### src/rtl/computron_core.sv
// computron_core: execution core of the 8-bit Computron CPU
module computron_core #(
    parameter MEM_INIT_FILE = ""
) (
    input  logic       clock,
    input  logic       resetN,
    output logic [3:0] rfAddr1,
    output logic [3:0] rfAddr2,
    output logic [3:0] rfAddr3,
    input  logic [7:0] rfData1,
    input  logic [7:0] rfData2,
    output logic [7:0] rfWriteData,
    output logic       rfWriteEnable,
    input  logic       progWrite,
    input  logic [7:0] progAddr,
    input  logic [7:0] progData,
    output logic [7:0] pc,
    output logic       zeroFlag,
    output logic       overflowFlag,
    output logic       halted
);
    localparam logic [3:0] OP_LOAD = 4'h1, OP_STORE = 4'h2, OP_ADD = 4'h3, OP_SUB = 4'h4;
    localparam logic [3:0] OP_JMP = 4'h5, OP_JZ = 4'h6, OP_JV = 4'h7, OP_HALT = 4'hF;
    typedef enum logic [2:0] {S_FETCH1, S_INC1, S_FETCH2, S_INC2, S_EXEC, S_WB, S_HALT} state_t;
    state_t r_state, w_next;
    logic [7:0] r_mem [256];
    logic [7:0] r_pc, r_ir1, r_ir2, r_alu;
    logic       r_z, r_v;
    logic [3:0] w_op;
    logic       w_exec, w_alu_op, w_sub, w_store, w_ovf, w_branch;
    logic [7:0] w_a, w_b, w_res, w_maddr, w_mrd;
    assign w_op     = r_ir1[7:4];
    assign w_exec   = r_state == S_EXEC;
    assign w_alu_op = w_exec && (w_op == OP_ADD || w_op == OP_SUB);
    assign w_store  = w_exec && w_op == OP_STORE;
    assign w_branch = w_op == OP_JMP || (w_op == OP_JZ && r_z) || (w_op == OP_JV && r_v);
    assign w_sub   = w_exec && w_op == OP_SUB;
    assign w_a     = w_exec ? rfData1 : r_pc;
    assign w_b     = w_exec ? rfData2 : 8'd1;
    assign w_res   = w_sub ? w_a - w_b : w_a + w_b;
    assign w_ovf   = (w_a[7] ^ w_res[7]) & (w_sub ? (w_a[7] ^ w_b[7]) : ~(w_a[7] ^ w_b[7]));
    assign w_maddr = (r_state == S_FETCH1 || r_state == S_FETCH2) ? r_pc : r_ir2;
    assign w_mrd   = r_mem[w_maddr];
    always_ff @(posedge clock) begin
        if (progWrite)
            r_mem[progAddr] <= progData;
        else if (w_store)
            r_mem[r_ir2] <= rfData1;
    end
    always_ff @(posedge clock or negedge resetN) begin
        if (!resetN)
            r_state <= S_FETCH1;
        else
            r_state <= w_next;
    end
    always_comb begin
        w_next = r_state;
        case (r_state)
            S_FETCH1: w_next = S_INC1;
            S_INC1:   w_next = S_FETCH2;
            S_FETCH2: w_next = S_INC2;
            S_INC2:   w_next = S_EXEC;
            S_EXEC:   w_next = w_alu_op ? S_WB : (w_op == OP_HALT ? S_HALT : S_FETCH1);
            S_WB:     w_next = S_FETCH1;
            default:  w_next = S_HALT;
        endcase
    end
    always_comb begin
        rfWriteEnable = (w_exec && w_op == OP_LOAD) || r_state == S_WB;
        rfWriteData   = r_state == S_WB ? r_alu : w_mrd;
        halted        = r_state == S_HALT;
        rfAddr1       = w_op == OP_STORE ? r_ir1[3:0] : r_ir2[7:4];
        rfAddr2       = r_ir2[3:0];
        rfAddr3       = r_ir1[3:0];
    end
    always_ff @(posedge clock or negedge resetN) begin
        if (!resetN) begin
            r_pc  <= 8'd0;
            r_ir1 <= 8'd0;
            r_ir2 <= 8'd0;
            r_alu <= 8'd0;
            r_z   <= 1'b0;
            r_v   <= 1'b0;
        end else begin
            case (r_state)
                S_FETCH1: begin
                    r_ir1 <= w_mrd;
                    r_alu <= w_res;
                end
                S_FETCH2: begin
                    r_ir2 <= w_mrd;
                    r_alu <= w_res;
                end
                S_INC1, S_INC2: r_pc <= r_alu;
                S_EXEC: begin
                    if (w_alu_op) begin
                        r_alu <= w_res;
                        r_z   <= w_res == 8'd0;
                        r_v   <= w_ovf;
                    end
                    if (w_branch)
                        r_pc <= r_ir2;
                end
                default: ;
            endcase
        end
    end
    assign pc           = r_pc;
    assign zeroFlag     = r_z;
    assign overflowFlag = r_v;
endmodule

### config.mk
export PLATFORM = sky130hd
export DESIGN_NAME = computron_core
export DESIGN_NICKNAME = d
export VERILOG_FILES = /design/src/rtl/computron_core.sv
export SDC_FILE = /design/constraint.sdc
export NUM_CORES = 2
export LEC_CHECK = 0
export ABC_AREA = 1
export BUFFER_PORTS_ARGS = -buffer_cell sky130_fd_sc_hd__buf_4
export CAP_MARGIN = 0
export CORE_MARGIN = 2
export CORE_UTILIZATION = 45
export CTS_BUF_LIST = sky130_fd_sc_hd__clkbuf_8 sky130_fd_sc_hd__clkbuf_16
export CTS_CLUSTER_SIZE = 24
export DETAILED_ROUTE_END_ITERATION = 10
export GPL_TIMING_DRIVEN = 1
export PLACE_DENSITY = 0.58
export SYNTH_ARGS = -nofsm -noshare
export SYNTH_HDL_FRONTEND = slang
export SYNTH_SLANG_ARGS = --single-unit
### constraint.sdc
create_clock -name clock -period 16.4 [get_ports clock]
set_input_delay 0.82 -clock clock [delete_from_list [all_inputs] [get_ports clock]]
set_output_delay 0.82 -clock clock [all_outputs]
set_load 0.02 [all_outputs]
# Yosys cells after proc, flatten, opt, wreduce, memory -nomap -nowiden
# Memories as Yosys holds them, arrays and structs flattened.
# Index checks and enable logic that the tools add are counted.
# W data, S select, Z words.
[word_totals]
regBits = 37
mem_bits_rw = 2048
in_bits = 35
out_inout_bits = 32
memories = 1
[memory_table]
columns = ["name", "depth", "width", "read_ports", "rd_ports_with_merged_regs", "wr", "line", "source"]
rows = [
  ["r_mem", 256, 8, 1, 0, 1, "26", "logic [7:0] r_mem [256];"],
]
[op_classes]
addsub = 2
eq_ne = 16
n_mux = 22
bitwise_logic = 4
n_reduce_logical = 21
[ops]
columns = ["operator", "n"]
rows = [
  ["$mux W8", 9],
  ["$pmux W8 S2", 2],
  ["$pmux W3 S6", 1],
  ["$eq A4 B3 Y1 const B", 4],
  ["$eq A3 B3 Y1 const B", 3],
  ["$add A8 B8 Y8", 1],
  ["$eq A4 B2 Y1 const B", 2],
  ["$logic_not A8 Y1", 1],
  ["$reduce_or A8 Y1", 1],
  ["$sub A8 B8 Y8", 1],
  ["$mux W1", 7],
  ["$eq A3 B2 Y1 const B", 2],
  ["$logic_and A1 B1 Y1", 6],
  ["$mux W3", 2],
  ["$reduce_and A2 Y1", 3],
  ["$logic_or A1 B1 Y1", 5],
  ["$eq A4 B1 Y1 const B", 1],
  ["$eq A4 B4 Y1 const B", 1],
  ["$mux W4", 1],
  ["$ne A2 B1 Y1 const B", 2],
  ["$reduce_bool A2 Y1", 2],
  ["$reduce_or A2 Y1", 2],
  ["$eq A3 B1 Y1 const B", 1],
  ["$logic_not A3 Y1", 1],
  ["other kinds (3)", 4],
]

# Depth between registers and ports, before layout
[logic_depth]
word_depth = 7
depth_mapped = 20
depth_no_buf = 20

# Least setup slack after synthesis
# OpenSTA, ideal clock, no wires.
[synth_timing]
path_kind = "register -> register"
from = "register r_state[1]"
to = "memory r_mem[0][0], data pin"
setup_ps = 2190
t_arrival_ps = 11419
setup_slack_ps = 2790
path_stages_with_launch = 9
path_buffers = 3
path_cell_list = "dfrtp_1 buf_2 nor3_4 inv_2 nor2_1 nand2_2 buf_4 clkbuf_1 o21ai_0"
[synth_between]
elab_chain_cells = 7
[synth_rtl]
columns = ["element", "line", "source"]
rows = [
  ["start: declaration", "25", "state_t r_state, w_next;"],
  ["start signal: assignment", "54", "r_state <= w_next;"],
  ["$eq A3 B3 Y1", "33", "assign w_exec = r_state == S_EXEC;"],
  ["$logic_and A1 B1 Y1", "35", "assign w_store = w_exec && w_op == OP_STORE;"],
  ["$mux W1", "47", "else if (w_store)"],
  ["$mux W1", "45", "if (progWrite)"],
  ["$mux W1 (implied by the code)", "48", "r_mem[r_ir2] <= rfData1;"],
  ["$reduce_or A8 Y1 (no source line)", "n/a", ""],
  ["$mux W8 (no source line)", "n/a", ""],
  ["end: declaration", "26", ""],
]
# Every way passes these cells.

# Final worst setup path
[layout_timing]
from = "register r_state[1]"
to = "output rfWriteData[1]"
[layout_between]
elab_chain_cells = 5
[layout_rtl]
columns = ["element", "line", "source"]
rows = [
  ["$eq A3 B2 Y1 or $logic_not A3 Y1 (tied branches)", "42", "assign w_maddr = (r_state == S_FETCH1 || r_state == S_FETCH2) ? r_pc : r_ir2;"],
  ["$logic_or A1 B1 Y1", "42", ""],
  ["$mux W8", "42", ""],
  ["$mem_v2 Z256 W8", "n/a", ""],
  ["$mux W8 (*)", "70", "rfWriteData = r_state == S_WB ? r_alu : w_mrd;"],
  ["end: declaration", "12", "output logic [7:0] rfWriteData,"],
]
# Mark *: on every way between the ends. The rest lies on a longest branch, timed or not.

==> impl_metrics.ini <==
[cells_and_area]
synthToLayoutAreaGrowth_pct = 10.3
final_common_cell = nand3_1
seq_area_sq_mm = 0.0624
final_nets = 7235
post-route-util_pct = 49.9
drive_gt1_share_pct = 6.97
multiInputGateArea_sq_mm = 0.0210
final_cell_mix = 2132 x nand3_1, 2106 x nand2_1, 2048 x edfxtp_1
n_fill_cell = 16700

[placed_design]
gp_congestion = 0.875
port_buffers = 66
dp_hpwl_um = 135000
place_ws_ns = 9.57

[sta]
min_period_ns = 7.78
maxSlewViolCount = 0
max_slew.worst_pin.slew_ns = 1.24
finalSetupViolations = 0
max_freq_mhz = 128
rsz0062_at_grt = no
fin_crit_sh_pct = 47.5
skew_ns = 0.0438
slew-limit-headroom_pct = 16.6
fin_setup_tns_ns = 0
setup_ws_ns = 8.62
hold_viol_final = 0

[yosys]
ys_seq_area_share_pct = 72.5
syn_area_sq_mm = 0.0861
synthesis.nets = 7371
syn_area_per_cell_sq_um = 11.7
yosys_warnings = 0
syn-instance-count = 7328
synth_cell_types = 39
yosys_register_bits = 2085

[route]
via_count = 57400
wirelength_um = 251000
ant_nets = 0
first_pass_iters = 6
drc = 0
wl_per_cell_um = 25.4
via_per_inst = 5.81
drt_iter0_drc = 6949

[clock_tree]
clk_path_buf_depth = 3
htree_levels = 4
root_buffer = clkbuf_16
clock_latency_ns = 0.87
clk_pin_slew_ns = 0.06
cts-resized-gates = 0
cts_sinks = 2085
cts_made_buffers = 216
cts_tree = built

[global_route]
grt_overflow = 0
grt_pass1_vias = 54300
grt_max_degree = 199
antenna_found_initial = 3
track_usage_pct = 25.5
grt_pass1_wl_um = 368000

[run_status]
status = finished, final reports clean

[worst_setup_path]
crit_required_ns = 15.58
critical_path.slowest_cell = buf_4
cp.arrival_ns = 6.96
path_common_cell = nand3_1
crit_fanout = 162
setup.worst_path.start_class = register
criticalPathCategory = register to output port
slowest_delay_ns = 0.70
cp-end-kind = output port
cp_cell_sequence = nor2_2, nand2_2, nand2_4, nand2_4, nand2_8, buf_12, buf_4, buf_4, nand2_1, nand3_1, nand3_1, nand3_1, nand3_1, nand3_1, nand3_1, nand3_1, nand3_1, nand2_1, buf_4

[floorplan]
coreArea_sq_mm = 0.190
fp.dieH_um = 441
initial_core_util_pct = 45.3
io_pins = 67
dieArea_sq_mm = 0.195
fp.dieW_um = 441
rows = 160

[flow_run]
max-cap-violations = 0

[worst_hold_path]
hold_path_class = primary input to asynchronous set/reset pin
==> path summary, 6_finish.rpt <==
path	depth (start not counted)	startpoint	slack [ns]	to
worst max-delay path	19	r_state[1]	8.62	rfWriteData[1]
worst min-delay path	2	resetN	0.48	r_ir2[4]
worst max register to register	18	r_state[1]	10.39	r_ir2[0]
worst min register to register	2	r_alu[5]	0.53	r_alu[5]
max in group asynchronous	2	resetN	15.54	pc[3]
min in group clock	5	rfData2[0]	0.50	r_alu[0]
==> what timing repair did <==
action,4_1_cts,5_1_grt
hold buffers,1,0
buffers inserted,0,0
hold endpoints to repair,37,0
==> kinds of logic after synthesis <==
| family | share of synthesized area [%] |
|---|---|
| simple gates | 23.3 |
| flops | 72.5 |
| buf+inv | 3.32 |
| compound gates | 0.491 |
| xor+xnor | 0.142 |
| fa+ha+maj | 0.125 |
| mux | 0.0785 |
==> per-layer routing <==
layer	global-route usage [%]	part of all wire [%]
met2	40.4	47
met3	4.09	8.1
met5	0	0.0052
met1	36.0	41
met4	8.27	3.3
==> critical path: cells and delay by family, from the launching register on <==
family	cells	cell delay, ns
flip-flops	1	0.49
AND/OR/NAND/NOR	15	3.30
buffers and inverters	4	2.07
==> layout make-up <==
class                           instances  area share [%]
Antenna cell                            4          0.0105
Clock buffer                          217            5.71
Clock inverter                        183            1.41
Inverter                               64           0.264
Multi-Input combinational cell       4677            22.2
Sequential cell                      2085            65.8
Tap cell                             2511            3.31
Timing Repair Buffer                  148            1.34
==> flip-flops by register name (all words and copies together), names as in the netlist <==
signal,cells
r_mem,2048
pc,8
r_alu,8
r_ir1,8
r_ir2,8
r_state,3
overflowFlag,1
zeroFlag,1
==> per-stage QoR <==
stage / instance area [sq um] / instances / hold slack (ns)
3_3_place_gp: 88100 / 9484 / 0.500
6_report: 94900 / 9889 / 0.477
5_1_grt: 94900 / 9885 / 0.507
2_1_floorplan: 86100 / 7328 / 0.471
3_5_place_dp: 88100 / 9484 / 0.501
4_1_cts: 94900 / 9885 / 0.452
==> Yosys cell counts (all sizes together) <==
| cell type | n | share of area [%] |
|---|---|---|
| nand2 | 2137 | 9.4 |
| nand3 | 2137 | 12 |
| edfxtp | 2048 | 71 |
| buf | 449 | 2.8 |
| nor2 | 293 | 1.3 |
| inv | 62 | 0.27 |
| clkbuf | 53 | 0.23 |
| o21ai | 44 | 0.30 |
| dfrtp | 37 | 1.1 |
| xor2 | 10 | 0.10 |
| nand4 | 9 | 0.087 |
| a21oi | 8 | 0.047 |
| ha | 7 | 0.10 |
| o211ai | 7 | 0.061 |
| mux2 | 6 | 0.078 |
| nor3 | 4 | 0.036 |
| xnor2 | 4 | 0.041 |
| a31oi | 3 | 0.022 |
| o31ai | 3 | 0.026 |
| clkinv | 2 | 0.0087 |
| a211oi | 1 | 0.0087 |
| a22oi | 1 | 0.0087 |
| fa | 1 | 0.023 |
| o2111ai | 1 | 0.010 |
| o21bai | 1 | 0.0087 |
Power is not shown: default switching activity piles up to over one toggle a cycle in this logic, so the estimate is an artifact.
